## config.mk

```make
export PLATFORM = sky130hd
export DESIGN_NAME = mag_chan_pipe
export DESIGN_NICKNAME = d
export VERILOG_FILES = /design/src/rtl/mag_chan_pipe.sv
export SDC_FILE = /design/constraint.sdc
export NUM_CORES = 2
export LEC_CHECK = 0
export CORE_ASPECT_RATIO = 2
export CORE_UTILIZATION = 50
export CTS_CLUSTER_SIZE = 14
export DETAILED_ROUTE_END_ITERATION = 10
export PLACE_DENSITY = 0.76
export SLEW_MARGIN = 15
export SYNTH_ARGS = -nofsm -noshare
export SYNTH_HDL_FRONTEND = slang
export SYNTH_SLANG_ARGS = --single-unit
```

## constraint.sdc

```tcl
create_clock -name clk -period 22.5 [get_ports clk]
set_clock_uncertainty 0.1 [all_clocks]
set_input_delay 4.5 -clock clk [delete_from_list [all_inputs] [get_ports clk]]
set_output_delay 4.5 -clock clk [all_outputs]
set_load 0.005 [all_outputs]
```

## src/rtl/mag_chan_pipe.sv

```systemverilog
// Time-multiplexed per-channel front end: decimate, offset/gain correct, EMA drift track, slope.
// Three registered stages: decimated sample, corrected sample, drift/slope + output register.
module mag_chan_pipe #(
  parameter int ADC_BITS     = 10,
  parameter int W            = 24,
  parameter int FRAC         = 12,
  parameter int NCH          = 3,
  parameter int LOG2_OSR_MAX = 8,
  parameter int SLOPE_LOG2   = 10,
  localparam int CW          = (NCH > 1) ? $clog2(NCH) : 1
) (
  input  logic                clk,
  input  logic                rst,
  input  logic [ADC_BITS-1:0] adc_code,
  input  logic                adc_valid,
  input  logic [CW-1:0]       adc_ch,
  input  logic [7:0]          osr_log2,
  input  logic [NCH*W-1:0]    offset_flat,
  input  logic [NCH*W-1:0]    gain_flat,
  input  logic [4:0]          alpha_shift,
  input  logic [W-1:0]        freeze_th,
  input  logic                cfg_clear,
  output logic                out_valid,
  input  logic                out_ready,
  output logic [CW-1:0]       out_ch,
  output logic signed [W-1:0] out_data,
  output logic signed [W-1:0] out_drift,
  output logic                slope_valid,
  output logic [CW-1:0]       slope_ch,
  output logic [NCH*W-1:0]    slope_flat,
  output logic                ovf_sticky,
  output logic                drop_sticky
);
  localparam int AW   = W + LOG2_OSR_MAX;
  localparam int CNTW = LOG2_OSR_MAX + 1;
  localparam int SH   = FRAC - ADC_BITS + 1;

  // Returns {overflow, clamped W-bit value}; in range iff the bits from W-1 upward all match.
  function automatic logic [W:0] sat_w(input logic signed [2*W:0] v);
    logic [W+1:0] top;
    top = v[2*W:W-1];
    if ((&top) || (~|top)) sat_w = {1'b0, v[W-1:0]};
    else if (v[2*W])       sat_w = {1'b1, 1'b1, {(W-1){1'b0}}};
    else                   sat_w = {1'b1, 1'b0, {(W-1){1'b1}}};
  endfunction

  logic clr_s;
  assign clr_s = rst | cfg_clear;

  logic [7:0]           osr_r;
  logic signed [AW-1:0] acc_r [NCH];
  logic [CNTW-1:0]      cnt_r [NCH];
  logic                 d1_valid_r;
  logic [CW-1:0]        d1_ch_r;
  logic signed [W-1:0]  d1_dec_r;

  logic                   osr_chg_s, in_ok_s, last_s;
  logic [7:0]             l_s;
  logic [CW-1:0]          ch_s;
  logic signed [ADC_BITS:0] code_c_s;
  logic signed [W-1:0]    s_s;
  logic signed [AW-1:0]   acc_sum_s;
  logic [CNTW-1:0]        mask_s;

  // Centre and scale the ADC code and form this channel's running decimation sum.
  always_comb begin
    osr_chg_s = (osr_log2 != osr_r);
    if (osr_log2 > 8'(LOG2_OSR_MAX)) l_s = 8'(LOG2_OSR_MAX);
    else                             l_s = osr_log2;
    if ({1'b0, adc_ch} < (CW+1)'(NCH)) begin
      in_ok_s = adc_valid & ~osr_chg_s;
      ch_s    = adc_ch;
    end else begin
      in_ok_s = 1'b0;
      ch_s    = {CW{1'b0}};
    end
    code_c_s  = $signed({1'b0, adc_code}) - $signed({2'b01, {(ADC_BITS-1){1'b0}}});
    s_s       = W'(code_c_s) <<< SH;
    acc_sum_s = acc_r[ch_s] + AW'(s_s);
    mask_s    = (CNTW'(1) << l_s) - CNTW'(1);
    last_s    = (cnt_r[ch_s] == mask_s);
  end

  // OSR tracking, per-channel accumulators and the decimated-sample register.
  always_ff @(posedge clk) begin
    if (clr_s) begin
      osr_r      <= 8'd0;
      d1_valid_r <= 1'b0;
      d1_ch_r    <= {CW{1'b0}};
      d1_dec_r   <= {W{1'b0}};
      for (int i = 0; i < NCH; i++) begin
        acc_r[i] <= {AW{1'b0}};
        cnt_r[i] <= {CNTW{1'b0}};
      end
    end else if (osr_chg_s) begin
      // A ratio change abandons every partial window, including this cycle's sample.
      osr_r      <= osr_log2;
      d1_valid_r <= 1'b0;
      for (int i = 0; i < NCH; i++) begin
        acc_r[i] <= {AW{1'b0}};
        cnt_r[i] <= {CNTW{1'b0}};
      end
    end else begin
      d1_valid_r <= in_ok_s & last_s;
      d1_ch_r    <= ch_s;
      d1_dec_r   <= W'(acc_sum_s >>> l_s);
      if (in_ok_s) begin
        if (last_s) begin
          acc_r[ch_s] <= {AW{1'b0}};
          cnt_r[ch_s] <= {CNTW{1'b0}};
        end else begin
          acc_r[ch_s] <= acc_sum_s;
          cnt_r[ch_s] <= cnt_r[ch_s] + CNTW'(1);
        end
      end
    end
  end

  logic signed [W-1:0] off_s, gain_s;
  logic signed [W:0]   diff_s;
  logic signed [2*W:0] prod_s;
  logic [W:0]          ysat_s;

  // Offset/gain correction at full product width, then saturate to W bits.
  always_comb begin
    off_s  = offset_flat[d1_ch_r*W +: W];
    gain_s = gain_flat[d1_ch_r*W +: W];
    diff_s = (W+1)'(d1_dec_r) - (W+1)'(off_s);
    prod_s = (2*W+1)'(diff_s) * (2*W+1)'(gain_s);
    ysat_s = sat_w(prod_s >>> FRAC);
  end

  logic                y_valid_r, y_ovf_r;
  logic [CW-1:0]       y_ch_r;
  logic signed [W-1:0] y_r;

  // Corrected-sample register.
  always_ff @(posedge clk) begin
    if (clr_s) begin
      y_valid_r <= 1'b0;
      y_ovf_r   <= 1'b0;
      y_ch_r    <= {CW{1'b0}};
      y_r       <= {W{1'b0}};
    end else begin
      y_valid_r <= d1_valid_r;
      y_ovf_r   <= d1_valid_r & ysat_s[W];
      y_ch_r    <= d1_ch_r;
      y_r       <= ysat_s[W-1:0];
    end
  end

  logic signed [W-1:0]   drift_r [NCH];
  logic signed [W-1:0]   prev_r  [NCH];
  logic [SLOPE_LOG2-1:0] scnt_r  [NCH];
  logic signed [W-1:0]   drift_cur_s, drift_new_s, slope_s;
  logic signed [W:0]     e_s, step_s, sum_s;
  logic [W:0]            abs_e_s, esat_s;
  logic                  upd_s, hit_s;

  // Drift error, freeze decision, EMA step and slope window arithmetic for the current channel.
  always_comb begin
    drift_cur_s = drift_r[y_ch_r];
    e_s         = (W+1)'(y_r) - (W+1)'(drift_cur_s);
    if (e_s[W]) abs_e_s = -e_s;
    else        abs_e_s = e_s;
    upd_s  = (freeze_th == {W{1'b0}}) || (abs_e_s <= {1'b0, freeze_th});
    step_s = e_s >>> alpha_shift;
    sum_s  = (W+1)'(drift_cur_s) + step_s;
    if (upd_s) drift_new_s = W'(sum_s);
    else       drift_new_s = drift_cur_s;
    esat_s  = sat_w((2*W+1)'(e_s));
    hit_s   = &scnt_r[y_ch_r];
    slope_s = drift_new_s - prev_r[y_ch_r];
  end

  // Drift/slope state and the single-entry output register with backpressure.
  always_ff @(posedge clk) begin
    if (clr_s) begin
      out_valid   <= 1'b0;
      out_ch      <= {CW{1'b0}};
      out_data    <= {W{1'b0}};
      out_drift   <= {W{1'b0}};
      slope_valid <= 1'b0;
      slope_ch    <= {CW{1'b0}};
      slope_flat  <= {(NCH*W){1'b0}};
      ovf_sticky  <= 1'b0;
      drop_sticky <= 1'b0;
      for (int i = 0; i < NCH; i++) begin
        drift_r[i] <= {W{1'b0}};
        prev_r[i]  <= {W{1'b0}};
        scnt_r[i]  <= {SLOPE_LOG2{1'b0}};
      end
    end else begin
      slope_valid <= 1'b0;
      if (out_valid && out_ready) out_valid <= 1'b0;
      if (y_valid_r) begin
        drift_r[y_ch_r] <= drift_new_s;
        scnt_r[y_ch_r]  <= scnt_r[y_ch_r] + SLOPE_LOG2'(1);
        if (hit_s) begin
          prev_r[y_ch_r]              <= drift_new_s;
          slope_flat[y_ch_r*W +: W]   <= slope_s;
          slope_valid                 <= 1'b1;
          slope_ch                    <= y_ch_r;
        end
        if (!out_valid || out_ready) begin
          out_valid <= 1'b1;
          out_ch    <= y_ch_r;
          out_data  <= esat_s[W-1:0];
          out_drift <= drift_new_s;
        end else begin
          drop_sticky <= 1'b1;
        end
        if (y_ovf_r || esat_s[W]) ovf_sticky <= 1'b1;
      end
    end
  end

endmodule

```

### Yosys cells after proc, flatten, opt, wreduce, memory -nomap -nowiden

Memories as Yosys holds them, arrays and structs flattened. A register that Yosys moved wholly into a read port is not among the register bits.
Cells that the tools add are included.

* register bits: 191
* bits in writable memories: 297
* output and inout bits: 128
* word-level logic and storage cells: 148
* memories: 5

Memories
* acc_r: words 3, width 32, read ports 1, clocked after Yosys merged registers in 0, wr ports 3, RTL line 51 `logic signed [AW-1:0] acc_r [NCH];`
* drift_r: words 3, width 24, read ports 1, clocked after Yosys merged registers in 1, wr ports 3, RTL line 152 `logic signed [W-1:0] drift_r [NCH];`
* prev_r: words 3, width 24, read ports 1, clocked after Yosys merged registers in 1, wr ports 3, RTL line 153 `logic signed [W-1:0] prev_r [NCH];`
* scnt_r: words 3, width 10, read ports 1, clocked after Yosys merged registers in 1, wr ports 3, RTL line 154 `logic [SLOPE_LOG2-1:0] scnt_r [NCH];`
* cnt_r: words 3, width 9, read ports 1, clocked after Yosys merged registers in 0, wr ports 3, RTL line 52 `logic [CNTW-1:0] cnt_r [NCH];`

* add/subtract/negate cells: 11
* multipliers: 3
* $lt $le $gt $ge: 3
* equality and inequality tests: 2
* shifts and indexed selects: 7
* muxes and demuxes: 61
* bitwise gates (word level): 14
* reduce and logical (&&, ||, !) cells: 25

Operators with widths (number)
* $mux 32: 5
* $shiftx 72x8->24: 2
* $mux 24: 5
* $mux 25: 3
* $bwmux 72: 1
* $shift 24x34->72 const A: 1
* $shiftx 24x34->72: 1
* $sub 24x24->25: 2
* $mul 25x24->49: 1
* $reduce_or 24->1: 2
* $mux 9: 5
* $neg 7->34: 1
* $add 32x14->32: 1
* $reduce_or 32->1: 1
* $sshr 32x8->24: 1
* $mux 1: 31
* $le 25x24->1: 1
* $neg 25->25: 1
* $sshr 25x5->24: 1
* $add 24x24->24: 1
* $logic_not 24->1: 1
* $sub 24x24->24: 1
* $mux 2: 9
* $reduce_and 14->1: 1
* other kinds (25): 47

### Longest topological paths before layout

* depth after elaboration: 13
* depth in mapped cells: 58
* gate-level depth less buffers: 51

### Worst setup path after synthesis

No wires, ideal clock.

* path kind: input-to-reg
* start: input port offset_flat[25]
* end: register y_r[10]
* arrival: 15.700 ns
* slack: 6.626 ns
* stages on the path: 50
* cell sequence: mux2i_1 -> nor2_1 -> a21oi_1 -> ha_1 -> nor2b_1 -> o21ai_0 -> a21boi_0 -> o21ai_0 -> a21boi_0 -> o21ai_0 -> a21boi_0 -> o21ai_0 -> a21oi_1 -> o21a_1 -> o31ai_1 -> a2111oi_0 -> or3_1 -> a41o_1 -> [14 not listed] -> fa_1 -> inv_1 -> ha_1 -> and3_1 -> a31oi_1 -> or2_2 -> a31oi_1 -> o21ai_0 -> a2111oi_0 -> o2111a_1 -> o21ai_0 -> nand2_1 -> a21o_1 -> xnor2_1 -> o41ai_2 -> nand2_1 -> clkbuf_1 -> o21ai_0

* cells in the longest elaborated chain, start to end: 7
* elaborated cells on any way between the ends: 9
* those cells by class: add/sub: 1; mul: 1; shift: 1; mux: 2; reduce/logical: 4

Ends and longest elaborated chain
* from (decl): RTL line 18 `input logic [NCH*W-1:0] offset_flat,`
* $shiftx 72x8->24 *: RTL line 126 `off_s = offset_flat[d1_ch_r*W +: W];`
* $sub 24x24->25 *: RTL line 128 `diff_s = (W+1)'(d1_dec_r) - (W+1)'(off_s);`
* $mul 25x24->49 *: RTL line 129 `prod_s = (2*W+1)'(diff_s) * (2*W+1)'(gain_s);`
* $reduce_or 14->1: RTL line 42 `if ((&top) || (~|top)) sat_w = {1'b0, v[W-1:0]};`
* $logic_not 1->1: RTL line 42
* $logic_or 1x1->1: RTL line 42
* $mux 25 *: RTL line 42
* to (signal assigned): RTL line 143 `y_r <= {W{1'b0}};`
* to (signal assigned): RTL line 148 `y_r <= ysat_s[W-1:0];`
* to (decl): RTL line 135 `logic signed [W-1:0] y_r;`

Mark *: on every way between the ends. The rest lies on a longest branch, timed or not.
A chain may end at the register's enable or synchronous reset.

### Worst setup path in the final report

* start: input port offset_flat[24]
* end: register y_r[5]

The elaborated chain is that of the path after synthesis.

==> metrics <==
Peak Freq 0.0542 GHz; Root Driver clkbuf_16; Fillers 9,451; NumNets Final 7,133; Synth Area in Simple Gates 0.141; Syn. warnings 0; first-pass GRT wire length between 200,000 and 300,000 µm; clock tree sinks ~590; Initial Util 0.503; crit share post-route 0.820; largest family of logic cells by synthesized area adder cells; area grow syn2layout 12.6%; Slew HR 0.113; number of flops mapped to enable cells by yosys ~400; grt ovf 0; Inserted Clock Buffers 56; All-Layer GR Usage 0.335; Final setup viols 0; Seq cells post-synth 587; fraction of the mapped netlist area in adder cells 0.295; Vias/cell 5.97; Hold Path Sink slope_flat[26]; Tmin final about 18 ns; HP Start slope_flat[26]; Hold Crit Class flop to flop; row cnt 172; H-tree Lvls 2; Slew Limit Fails 0; WL final 186,000 µm; die area between 0.1 and 0.15 mm²; R2R cell count between 40 and 50; CTS tree yes; CP peak stage delay between 1 and 1.5 ns; RR Endpoint y_r[5]; main flop type after synthesis edfxtp_1; Sum Neg Setup Slack 0 ns; CTS max path bufs 3; Routed Antenna Nets 0; outcome finished clean; share of cells above drive strength 1 0.0708; setup bufs post-CTS 0; FF-to-FF Start d1_ch_r[0]; Die H 472 µm; die width 237 µm; critical path arrival about 19 ns; worst-margin pin slew 1.33 ns; Fin Hold WS 0.356 ns; flop2flop setup slack approximately 6.7 ns; io pins between 300 and 400; worst skew pair latency 0.71 ns; Seq/Total Area, Yosys 0.284; Mapped Nets approximately 6,900; via count 44,500; crit path capture type flop; Post-Synthesis Cells 5,790; Max-Cap Viols 0; residual DRC count 0; final hold viol count 0; vias in the first global route 47,700; total core area between 0.1 and 0.15 mm²; xor/xnor share of the synthesized area 0.0345; Pre-antenna DRT Iters 6; post-CTS sizing 0; WS Path Type primary input to flop; worst path required time between 20 and 25 ns; synthesized cell area 0.0552 mm²; I/O Buffers 325; GP Congestion 1.00; nature of the critical path startpoint primary input; wire per inst 25.0 µm; DR iter-0 viols 3,089; Crit-path slowest cell a2111oi_0; worst hold stages 2; Yosys cell types 90; asr flop ratio synth 0; syn_area_per_cell 9.54 µm²; initial antenna violation count 7; pin count of the biggest net entering global routing 76; mux share of post-synthesis cell area 0.0637; Final HPWL DP 147,000 µm; RSZ-0062 raised after global routing false; Clock Pin Slew Worst Setup and Hold Paths ~0.060 ns; Post-CTS Hold Fix Bufs 0; Compound-Gate Fraction of Synth Area 0.107; CP max FO 19
worst max-delay path, delay by kind of cell:
kind	cells	cell delay, ns
AOI/OAI and AO/OA	21	6.24
adders and majority gates	10	4.70
and+or+nand+nor	8	1.59
xor gates and xnor gates	2	1.02
buffers and inverters	6	0.66
muxes	1	0.12
cell families after synthesis:
family,Yosys count
and+or+nand+nor,1832
xor gates and xnor gates,216
DFF,587
muxes,224
buffers and inverters,1089
AOI/OAI and AO/OA,918
adders and majority gates,924
flip-flops by register name, summed over array words and instances, names as in the netlist, 8 cells and up:
| name | cells |
|---|---|
| acc_r | 128 |
| drift_r | 96 |
| prev_r | 96 |
| slope_flat | 72 |
| scnt_r | 40 |
| cnt_r | 36 |
| d1_dec_r | 24 |
| out_data | 24 |
| out_drift | 24 |
| y_r | 24 |
| osr_r | 8 |
worst max path at each step:
stage / slack (ns) / to / cells after the start / from
after floorplan: 6.63 / y_r[10] / 50 / offset_flat[25]
after CTS: 4.39 / y_r[15] / 49 / offset_flat[24]
after detailed placement: 3.70 / y_r[15] / 49 / offset_flat[24]
after global routing: 3.18 / y_r[5] / 50 / offset_flat[1]
after global placement: 4.03 / y_r[15] / 51 / offset_flat[1]
final: 4.04 / y_r[5] / 48 / offset_flat[24]
per-layer routing:
| metal | global-route usage | vias to the layer above | wire length (µm) |
|---|---|---|---|
| met3 | 0.0546 | 853 | 11800 |
| met5 | 0 | - | 9 |
| met1 | 0.303 | 21900 | 55600 |
| met4 | 0.334 | 2 | 21700 |
| li1 | - | 19600 | - |
| met2 | 0.617 | 2181 | 97200 |
per-stage QoR:
stage	std cells	worst slack, ns	instance area, µm²	util
2_1_floorplan	5790	6.63	55200	-
3_3_place_gp	7348	4.03	60300	0.549
3_5_place_dp	7348	3.70	60300	0.549
4_1_cts	7454	4.39	62200	0.567
5_1_grt	7459	3.18	62200	0.567
6_report	7461	4.04	62200	0.567
synth_stat cells (all sizes together), types with 12 or more instances:
cell type  count  share of area
nor2         887          0.060
edfxtp       396           0.22
buf           31         0.0023
a211oi        56         0.0080
mux4         100          0.041
a22o          18         0.0029
xor2          68          0.011
a21oi        259          0.024
and3          30         0.0034
or2           30         0.0034
a22oi         21         0.0029
dfxtp        191          0.069
nand4         19         0.0022
xnor2        147          0.023
o21a          16         0.0022
nor4          14         0.0017
o211ai        13         0.0019
o21ai        242          0.022
mux2          19         0.0039
a31oi         32         0.0036
o221ai        14         0.0022
a21o          72         0.0098
a221oi        12         0.0020
and2          60         0.0068
nand2b        45         0.0051
a21boi        17         0.0023
ha           288          0.065
o21bai        26         0.0035
clkbuf       248          0.017
nand3         51         0.0046
nand2        543          0.037
mux2i        105          0.019
fa           633           0.23
nor2b         39         0.0044
or3           28         0.0033
nor3          67         0.0063
o31ai         16         0.0022
inv          810          0.055
cells in the final DEF (no fill, tap or decap), drive strengths merged, types with 18 or more instances in the layout:
cell type      netlist  routed
a211oi              56      56
a21o                72      72
a21oi              259     259
a22o                18      18
a22oi               21      21
a31oi               32      32
and2                60      60
and3                30      30
buf                 31     120
clkbuf             248      79
clkdlybuf4s50        0     325
dfxtp              191     191
edfxtp             396     396
fa                 633     633
ha                 288     288
inv                810     821
mux2                19      19
mux2i              105     105
mux4               100     100
nand2              543     543
nand2b              45      45
nand3               51      51
nand4               19      19
nor2               887     887
nor2b               39      39
nor3                67      67
o21ai              242     242
o21bai              26      26
or2                 30      30
or3                 28      28
xnor2              147     147
xor2                68      68
layout make-up:
cell class                      count  area [µm²]  share of cell area
Timing Repair Buffer              445        4150              0.0668
Tap cell                         1392        1740              0.0280
Antenna cell                        7        17.5            0.000282
Multi-Input combinational cell   4114       35600               0.573
Inverter                          810        3040              0.0489
Clock inverter                     27         295             0.00475
Sequential cell                   587       15700               0.253
Clock buffer                       79        1590              0.0255
Power is left out: the tool's default activity adds up to more than one toggle a clock period on the data nets, which glitch-free logic cannot reach.
